File: src/rtl/ddr3_rd_burst_assembler_pkg.sv
// Shared constants and capture-FSM encoding for the DDR3 read burst assembler.
package ddr3_rd_burst_assembler_pkg;

  localparam int unsigned Bl            = 8;  // DDR3 burst length
  localparam int unsigned BeatsPerBurst = 2;  // SCLK beats per BL8 burst
  localparam int unsigned BitsPerBeat   = 4;  // gearbox bits per lane per SCLK
  localparam int unsigned LatW          = 5;  // width of the read-latency setting

  typedef logic [LatW-1:0] lat_t;

  typedef enum logic [1:0] {
    StIdle,
    StBeat1,
    StDone
  } cap_state_e;

endpackage

File: src/rtl/ddr3_rd_burst_assembler_if.sv
// Command, gearbox data and returned-burst signals of the read burst assembler.
interface ddr3_rd_burst_assembler_if
  import ddr3_rd_burst_assembler_pkg::*;
#(
  parameter int unsigned DQ_W  = 16,
  parameter int unsigned TAG_W = 4
);

  logic                        rd_issue;
  logic [TAG_W-1:0]            rd_tag;
  lat_t                        rd_lat;
  logic [BitsPerBeat*DQ_W-1:0] dq_q;
  logic                        rd_valid;
  logic [Bl*DQ_W-1:0]          rd_data;
  logic [TAG_W-1:0]            rd_tag_out;
  logic                        busy;
  logic                        err_ovf;
  logic                        err_proto;

  // Controller / gearbox side
  modport master (
    output rd_issue, rd_tag, rd_lat, dq_q,
    input  rd_valid, rd_data, rd_tag_out, busy, err_ovf, err_proto
  );

  // Assembler side
  modport slave (
    input  rd_issue, rd_tag, rd_lat, dq_q,
    output rd_valid, rd_data, rd_tag_out, busy, err_ovf, err_proto
  );

endinterface

File: src/rtl/ddr3_tag_fifo.sv
// Synchronous tag FIFO; a pop frees its slot for a push in the same cycle.
module ddr3_tag_fifo #(
  parameter int unsigned Width = 4,
  parameter int unsigned Depth = 4
) (
  input  logic             SCLK,
  input  logic             RST,
  input  logic             push_i,
  input  logic [Width-1:0] data_i,
  input  logic             pop_i,
  output logic [Width-1:0] data_o,
  output logic             full_o,
  output logic             empty_o
);

  localparam int unsigned PtrW = (Depth > 1) ? $clog2(Depth) : 1;
  localparam int unsigned CntW = $clog2(Depth) + 1;

  logic [PtrW-1:0]  wr_ptr_q, wr_ptr_d, rd_ptr_q, rd_ptr_d;
  logic [CntW-1:0]  cnt_q, cnt_d;
  logic [Width-1:0] mem_q [Depth];
  logic [Width-1:0] mem_d [Depth];
  logic             do_push, do_pop;

  assign full_o  = (cnt_q == CntW'(Depth));
  assign empty_o = (cnt_q == '0);
  assign data_o  = mem_q[rd_ptr_q];

  // Pointer/count/storage next state; pointers wrap naturally (Depth is a power of 2)
  always_comb begin
    do_pop   = pop_i && !empty_o;
    do_push  = push_i && (!full_o || do_pop);
    wr_ptr_d = wr_ptr_q + PtrW'(do_push);
    rd_ptr_d = rd_ptr_q + PtrW'(do_pop);
    cnt_d    = cnt_q + CntW'(do_push) - CntW'(do_pop);
    mem_d    = mem_q;
    if (do_push) begin
      mem_d[wr_ptr_q] = data_i;
    end
  end

  // State registers
  always_ff @(posedge SCLK) begin
    if (RST) begin
      wr_ptr_q <= '0;
      rd_ptr_q <= '0;
      cnt_q    <= '0;
      for (int i = 0; i < Depth; i++) begin
        mem_q[i] <= '0;
      end
    end else begin
      wr_ptr_q <= wr_ptr_d;
      rd_ptr_q <= rd_ptr_d;
      cnt_q    <= cnt_d;
      mem_q    <= mem_d;
    end
  end

endmodule

File: src/rtl/ddr3_rd_burst_assembler.sv
// Tracks READs through a latency delay line, captures both SCLK beats of each BL8
// burst and returns the reordered burst with its tag, in issue order.
module ddr3_rd_burst_assembler
  import ddr3_rd_burst_assembler_pkg::*;
#(
  parameter int unsigned DQ_W      = 16,
  parameter int unsigned TAG_W     = 4,
  parameter int unsigned TAG_DEPTH = 4,
  parameter int unsigned LAT_MAX   = 31
) (
  input  logic                      SCLK,
  input  logic                      RST,
  ddr3_rd_burst_assembler_if.slave  bus
);

  logic                        accept, can_push, s0, rd_valid;
  logic                        fifo_full, fifo_empty;
  logic [TAG_W-1:0]            fifo_head;
  logic                        acc_last_q, acc_last_d;
  logic [LAT_MAX-1:0]          dl_q, dl_d;
  cap_state_e                  state_q, state_d;
  logic                        cap_beat0, cap_beat1;
  logic [BitsPerBeat*DQ_W-1:0] beat0_q, beat0_d;
  logic [Bl*DQ_W-1:0]          data_q, data_d, burst_asm;
  logic [TAG_W-1:0]            tag_q, tag_d;
  logic                        ovf_q, ovf_d, proto_q, proto_d;

  ddr3_tag_fifo #(
    .Width (TAG_W),
    .Depth (TAG_DEPTH)
  ) u_tag_fifo (
    .SCLK    (SCLK),
    .RST     (RST),
    .push_i  (accept),
    .data_i  (bus.rd_tag),
    .pop_i   (rd_valid),
    .data_o  (fifo_head),
    .full_o  (fifo_full),
    .empty_o (fifo_empty)
  );

  // Issue acceptance, sticky errors and delay-line shift
  always_comb begin
    can_push   = !fifo_full || rd_valid;
    accept     = bus.rd_issue && can_push && !acc_last_q;
    acc_last_d = accept;
    ovf_d      = ovf_q | (bus.rd_issue && !can_push);
    proto_d    = proto_q | (bus.rd_issue && acc_last_q);
    dl_d       = {dl_q[LAT_MAX-2:0], accept};
  end

  // Beat-0 strobe: delay-line tap selected by the programmed latency
  always_comb begin
    s0 = 1'b0;
    for (int j = 0; j < LAT_MAX; j++) begin
      if (int'(bus.rd_lat) == j + 1) begin
        s0 = dl_q[j];
      end
    end
  end

  // Capture FSM state register
  always_ff @(posedge SCLK) begin
    if (RST) begin
      state_q <= StIdle;
    end else begin
      state_q <= state_d;
    end
  end

  // Capture FSM next state; DONE chains straight into a new burst
  always_comb begin
    state_d = state_q;
    unique case (state_q)
      StIdle:  state_d = s0 ? StBeat1 : StIdle;
      StBeat1: state_d = StDone;
      StDone:  state_d = s0 ? StBeat1 : StIdle;
      default: state_d = StIdle;
    endcase
  end

  // Capture FSM outputs
  always_comb begin
    cap_beat0 = 1'b0;
    cap_beat1 = 1'b0;
    rd_valid  = 1'b0;
    unique case (state_q)
      StIdle:  cap_beat0 = s0;
      StBeat1: cap_beat1 = 1'b1;
      StDone: begin
        rd_valid  = 1'b1;
        cap_beat0 = s0;
      end
      default: ;
    endcase
  end

  // Lane-major gearbox nibbles to burst-major word: bit k of lane i -> k*DQ_W+i
  always_comb begin
    burst_asm = '0;
    for (int k = 0; k < BitsPerBeat; k++) begin
      for (int i = 0; i < DQ_W; i++) begin
        burst_asm[k*DQ_W + i]                 = beat0_q[BitsPerBeat*i + k];
        burst_asm[(k+BitsPerBeat)*DQ_W + i]   = bus.dq_q[BitsPerBeat*i + k];
      end
    end
  end

  // Datapath next state: beat-0 hold, burst/tag capture on the second beat
  always_comb begin
    beat0_d = cap_beat0 ? bus.dq_q : beat0_q;
    data_d  = cap_beat1 ? burst_asm : data_q;
    tag_d   = cap_beat1 ? fifo_head : tag_q;
  end

  // Datapath and control registers
  always_ff @(posedge SCLK) begin
    if (RST) begin
      acc_last_q <= 1'b0;
      dl_q       <= '0;
      beat0_q    <= '0;
      data_q     <= '0;
      tag_q      <= '0;
      ovf_q      <= 1'b0;
      proto_q    <= 1'b0;
    end else begin
      acc_last_q <= acc_last_d;
      dl_q       <= dl_d;
      beat0_q    <= beat0_d;
      data_q     <= data_d;
      tag_q      <= tag_d;
      ovf_q      <= ovf_d;
      proto_q    <= proto_d;
    end
  end

  assign bus.rd_valid   = rd_valid;
  assign bus.rd_data    = data_q;
  assign bus.rd_tag_out = tag_q;
  assign bus.busy       = !fifo_empty || (|dl_q);
  assign bus.err_ovf    = ovf_q;
  assign bus.err_proto  = proto_q;

endmodule

File: src/flat_wrapper.sv
// flat-port wrapper written by rule: the top's interface ports become plain ports
module ddr3_rd_burst_assembler_flat import ddr3_rd_burst_assembler_pkg::*;
#(
  parameter int unsigned DQ_W      = 16,
  parameter int unsigned TAG_W     = 4,
  parameter int unsigned TAG_DEPTH = 4,
  parameter int unsigned LAT_MAX   = 31
)
  (SCLK, RST, bus_rd_issue, bus_rd_tag, bus_rd_lat, bus_dq_q, bus_rd_valid, bus_rd_data, bus_rd_tag_out, bus_busy, bus_err_ovf, bus_err_proto);
  ddr3_rd_burst_assembler_if #(.DQ_W(DQ_W), .TAG_W(TAG_W)) bus_i ();
  input  logic SCLK;
  input  logic RST;
  input wire logic [$bits(bus_i.rd_issue)-1:0] bus_rd_issue;
  input wire logic [$bits(bus_i.rd_tag)-1:0] bus_rd_tag;
  input wire logic [$bits(bus_i.rd_lat)-1:0] bus_rd_lat;
  input wire logic [$bits(bus_i.dq_q)-1:0] bus_dq_q;
  output wire logic [$bits(bus_i.rd_valid)-1:0] bus_rd_valid;
  output wire logic [$bits(bus_i.rd_data)-1:0] bus_rd_data;
  output wire logic [$bits(bus_i.rd_tag_out)-1:0] bus_rd_tag_out;
  output wire logic [$bits(bus_i.busy)-1:0] bus_busy;
  output wire logic [$bits(bus_i.err_ovf)-1:0] bus_err_ovf;
  output wire logic [$bits(bus_i.err_proto)-1:0] bus_err_proto;
  assign bus_i.rd_issue = bus_rd_issue;
  assign bus_i.rd_tag = bus_rd_tag;
  assign bus_i.rd_lat = bus_rd_lat;
  assign bus_i.dq_q = bus_dq_q;
  assign bus_rd_valid = bus_i.rd_valid;
  assign bus_rd_data = bus_i.rd_data;
  assign bus_rd_tag_out = bus_i.rd_tag_out;
  assign bus_busy = bus_i.busy;
  assign bus_err_ovf = bus_i.err_ovf;
  assign bus_err_proto = bus_i.err_proto;
  ddr3_rd_burst_assembler #(.DQ_W(DQ_W), .TAG_W(TAG_W), .TAG_DEPTH(TAG_DEPTH), .LAT_MAX(LAT_MAX)) u_core (.SCLK(SCLK), .RST(RST), .bus(bus_i));
endmodule
File: config.mk
export PLATFORM = sky130hd
export DESIGN_NAME = ddr3_rd_burst_assembler_flat
export DESIGN_NICKNAME = d
export VERILOG_FILES = /design/src/rtl/ddr3_rd_burst_assembler_pkg.sv /design/src/rtl/ddr3_rd_burst_assembler_if.sv /design/src/rtl/ddr3_tag_fifo.sv /design/src/rtl/ddr3_rd_burst_assembler.sv /design/src/flat_wrapper.sv
export SDC_FILE = /design/constraint.sdc
export NUM_CORES = 1
export LEC_CHECK = 0
export ABC_AREA = 0
export CAP_MARGIN = 20
export CORE_MARGIN = 5
export CORE_UTILIZATION = 40
export DETAILED_ROUTE_END_ITERATION = 7
export PLACE_DENSITY = 0.64
export SLEW_MARGIN = 5
export SYNTH_ARGS = -nofsm -noshare
export SYNTH_HDL_FRONTEND = slang
export SYNTH_SLANG_ARGS = --single-unit
File: constraint.sdc
create_clock -name SCLK -period 7.5 [get_ports SCLK]
set_input_delay 1.5 -clock SCLK [delete_from_list [all_inputs] [get_ports SCLK]]
set_output_delay 1.5 -clock SCLK [all_outputs]
set_load 0.005 [all_outputs]
==> results.yml, run 1 <==
synth:
  avgSynthCellArea_sq_um: 8.908
  synthCells: 1103
  synth_nets: 1184
  yosysSeqAreaShare_pct: 51.75
  synth_flop_cell: "dfxtp_1"
  syn_area_sq_mm: 0.009826
  yosysWarnings: 0
  synth-edff-count: 0
  synth_cell_type_count: 48
  yosys_register_bits: 254
  synth-async-reset-ratio_pct: 0
outcome:
  status: "completed"
floorplan:
  die-width_um: 166.7
  io-pin-count: 212
  initial_core_util_pct: 40.52
  dieArea_sq_mm: 0.02780
  fp.coreArea_sq_mm: 0.02425
  row_count: 57
  chipHeight_um: 166.7
clocking:
  cts_tree: "done"
  clk_latency_ps: 520
  cts_post_setup_buffers_inserted: 0
  cts-root-buf: "clkbuf_16"
  cts_resized: 0
  clk_path_buf_depth: 3
  cts.sink_count: 254
  numCtsBuffers: 27
  clk_pin_slew_ps: 60
  cts_max_level: 1
  ctsHoldBuffers: 0
grt:
  globalRouteTotalUtil_pct: 16.63
  antenna_found_initial: 0
  grt_pass1_wl_mm: 39.41
  overflow: 0
  grt_max_degree: 194
  grt_pass1_vias: 7418
timing:
  whs_ps: 449.8
  post-route-period-util_pct: 61.81
  finalHoldViolCount: 0
  worst_slew_pin_slew_ps: 1028
  clock_skew_ps: 10.09
  period_minus_slack_ps: 4636
  fmax_mhz: 215.7
  grt_setup_unrepaired: "false"
  max_slew_margin_pct: 31.45
  maxSlewViolCount: 0
  finalSetupViolCount: 0
  setup-tns-final_ps: 0
critical_path:
  startpoint_type: "input pin"
  arrival_ps: 5090
  path_class: "input pin to flip-flop"
  reg2regPathDepth: 7
  setup.worst_path.end_class: "flip-flop"
  worstPathRequired_ps: 7950
  cp_max_fo: 43
final_layout:
  final_area_sq_mm: 0.01298
  syn2layout_area_growth_pct: 32.08
  nFillCells: 2279
  layout_common_cells: "nand2_1 (270), dfxtp_1 (254), clkdlybuf4s50_1 (210)"
  nets: 1351
  final_common_cell: "nand2_1"
  num_antenna_cells: 0
  layout-drive-gt1-share_pct: 4.880
  instances_no_fill: 1615
routing:
  ant_nets: 0
  drc: 0
  vias: 7807
  viasPerCell: 4.834
  first_pass_iters: 5
  wl_per_cell_um: 14.87
  drt-total-wl_mm: 24.02
  drtIter0Drc: 485
worst_hold_path:
  worstHoldPathType: "flip-flop to flip-flop"
  min_path_cells: 2
power:
  vdd_drop_max_uv: 152.7
  power.leakage_uw: 0.004576
  p_per_area_mw_per_mm2: 243.7
place:
  io_buffers: 211
  routabilityCongestion: 0.8412
  dp.cells: 1565
  place_hpwl_mm: 15.67
  place_area_sq_mm: 0.01206
job:
  maxCapViolCount: 0
[per-layer routing]
layer,part of all wire (%),GRT usage (%),vias to the layer above
met2,46,27.04,201
met4,2.1,4.091,0
met5,0,0,-
met3,6.6,4.456,31
li1,-,-,3946
met1,46,22.16,3629
[area by class of cell]
class | instances | area (sq um) | share of cell area (%)
clock buffer | 42 | 822.0 | 6.334
clock inverter | 8 | 93.84 | 0.7231
inverter | 7 | 26.28 | 0.2025
multi-input combinational | 763 | 4384 | 33.78
sequential | 254 | 5085 | 39.18
tap | 324 | 405.4 | 3.124
timing repair buffer | 217 | 2161 | 16.65
[synthesized netlist by cell type (2+ instances only)]
library cell	count	area [sq um]
and3_1	2	12.51
clkbuf_1	67	251.5
nand3_1	3	15.01
dfxtp_1	254	5085
nand4_1	2	12.51
a21oi_1	137	685.7
or3b_2	2	17.52
nor2b_1	40	250.2
inv_1	7	26.28
a21o_1	2	15.01
a31oi_1	4	25.02
mux2i_1	87	870.8
mux4_2	4	90.09
nor3b_1	3	22.52
a32o_1	2	20.02
o211ai_1	3	22.52
nand2b_1	130	813.3
xnor2_1	3	26.28
o21ai_0	2	10.01
nor4_1	7	43.79
nor3b_2	2	25.02
nand2_1	270	1013
buf_4	2	15.01
ha_1	4	50.05
buf_2	4	20.02
buf_6	6	67.56
nor2_1	29	108.9
nor3_1	5	25.02
[registers in the layout (all words and copies together) (netlist names)]
signal	cells
u_core.u_tag_fifo.cnt_q	3
u_core.beat0_q	64
u_core.dl_q	31
u_core.bus.rd_tag_out	4
u_core.u_tag_fifo.wr_ptr_q	2
u_core.state_q	2
u_core.bus.err_proto	1
u_core.bus.rd_data	128
u_core.bus.err_ovf	1
u_core.u_tag_fifo.mem_q	16
u_core.u_tag_fifo.rd_ptr_q	2
[critical path, stage by stage]
cell and delay, ps:
clkdlybuf4s50_1 850, or3b_2 640, a22oi_1 210, o211ai_1 140
nor3_1 260, a211o_4 680, buf_4 510, mux2i_1 240
[report_power, final]
| part | switching [uW] | internal, uW | leakage [uW] |
|---|---|---|---|
| clock network | 527 | 820 | 0.000457 |
| registers | 40.8 | 1420 | 0.00206 |
| logic | 176 | 181 | 0.00206 |
[final timing paths]
check / start / end / slack (ps)
setup / recovery: bus_rd_lat[0] / u_core.beat0_q[44]$_SDFFE_PP0P_ / 2860
hold / removal: u_core.beat0_q[12]$_SDFFE_PP0P_ / u_core.bus.rd_data[3]$_SDFFE_PP0P_ / 450
setup reg to reg: u_core.dl_q[23]$_SDFF_PP0_ / u_core.beat0_q[44]$_SDFFE_PP0P_ / 4570
hold reg to reg: u_core.beat0_q[12]$_SDFFE_PP0P_ / u_core.bus.rd_data[3]$_SDFFE_PP0P_ / 450
[per-stage QoR]
step | utilization (%) | total power (uW) | setup slack, ps
5_1_grt | 53.52 | 3314 | 2573
3_5_place_dp | 49.74 | 1851 | 2303
6_report | 53.52 | 3163 | 2864
2_1_floorplan | - | 1701 | 4131
3_3_place_gp | 49.74 | 1845 | 2390
4_1_cts | 53.52 | 3215 | 2841
[logic make-up (layout without fill, tap and decap cells)]
group / after synthesis / count (layout) / share of synthesized area, %
buf+inv: 86 / 274 / 3.871
simple gates: 498 / 498 / 24.26
xor+xnor: 4 / 4 / 0.3566
flops: 254 / 254 / 51.75
fa+ha+maj: 5 / 5 / 0.7131
compound gates: 163 / 163 / 9.041
mux: 93 / 93 / 10.01
Power figures use the tool's default switching activity.
==> inputs of run 2 (changes only) <==
Clock period 7.5 ns to 4.5 ns, I/O delays scaled along.
==> run 2 against run 1 <==
  * Sequential share of layout area fell by 0.30 points
  * Cell area increased by 0.78%
  * Clock power up 68%
  * Global-route usage hardly changed
  * Combinational power increased by 71%
  * Via count is 0.58% lower
  * Routed wire length up 0.44%
  * Final cell count grew 0.31%
  * Non-clock buffer count rose by 7
  * Power grew 68%
  * Largest cell class unchanged
==> results.yml, run 2 (synthesis gave the netlist of run 1 again) <==
outcome:
  status: "completed"
power:
  p_total_uw: 5308
  p_per_area_mw_per_mm2: 405.9
  vdd_drop_max_uv: 264.5
  power.leakage_uw: 0.004618
grt:
  antenna_found_initial: 0
  overflow: 0
  globalRouteTotalUtil_pct: 16.62
  grt_pass1_vias: 7434
  grt_max_degree: 135
  grt_pass1_wl_mm: 39.41
worst_hold_path:
  min_path_cells: 2
  worstHoldPathType: "flip-flop to flip-flop"
  hold_end: "u_core.bus.rd_data[25]$_SDFFE_PP0P_"
  min_from: "u_core.beat0_q[37]$_SDFFE_PP0P_"
timing:
  fmax_mhz: 316.5
  clock_skew_ps: 7.891
  period_minus_slack_ps: 3159
  post-route-period-util_pct: 70.21
  worst_slew_pin_slew_ps: 786.8
  maxSlewViolCount: 0
  finalSetupViolCount: 0
  finalWorstSetupSlack_ps: 1341
  finalHoldViolCount: 0
  setup-tns-final_ps: 0
  grt_setup_unrepaired: "false"
  max_slew_margin_pct: 47.55
critical_path:
  path_class: "input pin to flip-flop"
  reg2regPathDepth: 11
  rrSetupSlack_ps: 1840
  cp_max_fo: 24
  setup.worst_path.end_class: "flip-flop"
  r2r_start: "u_core.state_q[0]$_SDFF_PP0_"
  arrival_ps: 3590
  worstPathRequired_ps: 4930
  startpoint_type: "input pin"
  crit_start: "bus_rd_lat[2]"
  reg2reg_to: "u_core.u_tag_fifo.cnt_q[2]$_SDFF_PP0_"
final_layout:
  largest_reg_flops: 128
  layout-drive-gt1-share_pct: 5.093
  nets: 1358
  fin_util_pct: 53.94
  final_common_cell: "nand2_1"
  nFillCells: 2230
  syn2layout_area_growth_pct: 33.11
  num_antenna_cells: 0
  layout_common_cells: "nand2_1 (270), dfxtp_1 (254), clkdlybuf4s50_1 (210)"
routing:
  first_pass_iters: 4
  vias: 7762
  drc: 0
  drtIter0Drc: 534
  viasPerCell: 4.791
  ant_nets: 0
  wl_per_cell_um: 14.89
  drt-total-wl_mm: 24.12
clocking:
  cts_resized: 0
  cts_post_setup_buffers_inserted: 0
  clk_pin_slew_ps: 60
  numCtsBuffers: 27
  cts-root-buf: "clkbuf_16"
  clk_path_buf_depth: 3
  cts_tree: "done"
  cts.sink_count: 254
  clk_latency_ps: 510
  cts_max_level: 1
  ctsHoldBuffers: 0
floorplan:
  dieArea_sq_mm: 0.02780
  chipHeight_um: 166.7
  fp.coreArea_sq_mm: 0.02425
  row_count: 57
  io-pin-count: 212
  initial_core_util_pct: 40.52
  die-width_um: 166.7
place:
  routabilityCongestion: 0.8135
  io_buffers: 211
  dp_slack_ps: 796.1
  place_hpwl_mm: 15.97
job:
  maxCapViolCount: 0
run 2: changes by cell type in the layout (fill, tap and decap cells not counted):
cell	change
buf_12	+4
inv_6	-1
clkinv_2	-1
bufinv_16	+2
clkbuf_8	-4
clkbuf_1	+2
buf_4	+3
run 2: worst max-delay path by stage:
| stage | cells past startpoint | end |
|---|---|---|
| final | 8 | u_core.beat0_q[63]$_SDFFE_PP0P_ |
| after global routing | 8 | u_core.beat0_q[6]$_SDFFE_PP0P_ |
| after CTS | 8 | u_core.beat0_q[63]$_SDFFE_PP0P_ |
| after detailed placement | 8 | u_core.beat0_q[20]$_SDFFE_PP0P_ |
| after global placement | 8 | u_core.beat0_q[24]$_SDFFE_PP0P_ |
| after floorplan | 10 | u_core.u_tag_fifo.cnt_q[2]$_SDFF_PP0_ |
run 2: report_power, final:
group	internal [uW]	total [uW]	switching (uW)	leakage, uW
Clock	1410	2270	855	0.000450
Sequential	2360	2430	67.6	0.00206
Combinational	314	611	297	0.00211
run 2: final cells by class:
cell class | instances | area [sq um] | area share, %
clock buffers | 40 | 774.5 | 5.922
inverters | 7 | 26.28 | 0.2009
repair buffers | 224 | 2263 | 17.31
flip-flops and latches | 254 | 5085 | 38.88
well taps | 324 | 405.4 | 3.100
clock inverters | 8 | 140.1 | 1.071
multi-input cells | 763 | 4384 | 33.52
run 2: per-stage QoR:
| step | instance area (sq um) | hold WS (ps) | std cells |
|---|---|---|---|
| 2_1_floorplan | 9826 | 432.3 | 1103 |
| 3_3_place_gp | 12160 | 438.0 | 1572 |
| 3_5_place_dp | 12160 | 442.4 | 1572 |
| 4_1_cts | 13080 | 452.2 | 1620 |
| 5_1_grt | 13080 | 464.8 | 1620 |
| 6_report | 13080 | 448.4 | 1620 |
run 2: metal layers:
metal / global-route usage (%) / share of wire, %
met5: 0 / 0
met3: 4.100 / 5.7
met4: 4.731 / 2.7
met2: 26.93 / 45
met1: 22.19 / 47
run 2: critical path, stage by stage:
cell and delay [ps]:
clkdlybuf4s50_1 640, or3b_2 540, a22oi_1 170, o211ai_1 130, nor3_1 280, a211o_4 440, buf_12 260, mux2i_1 220
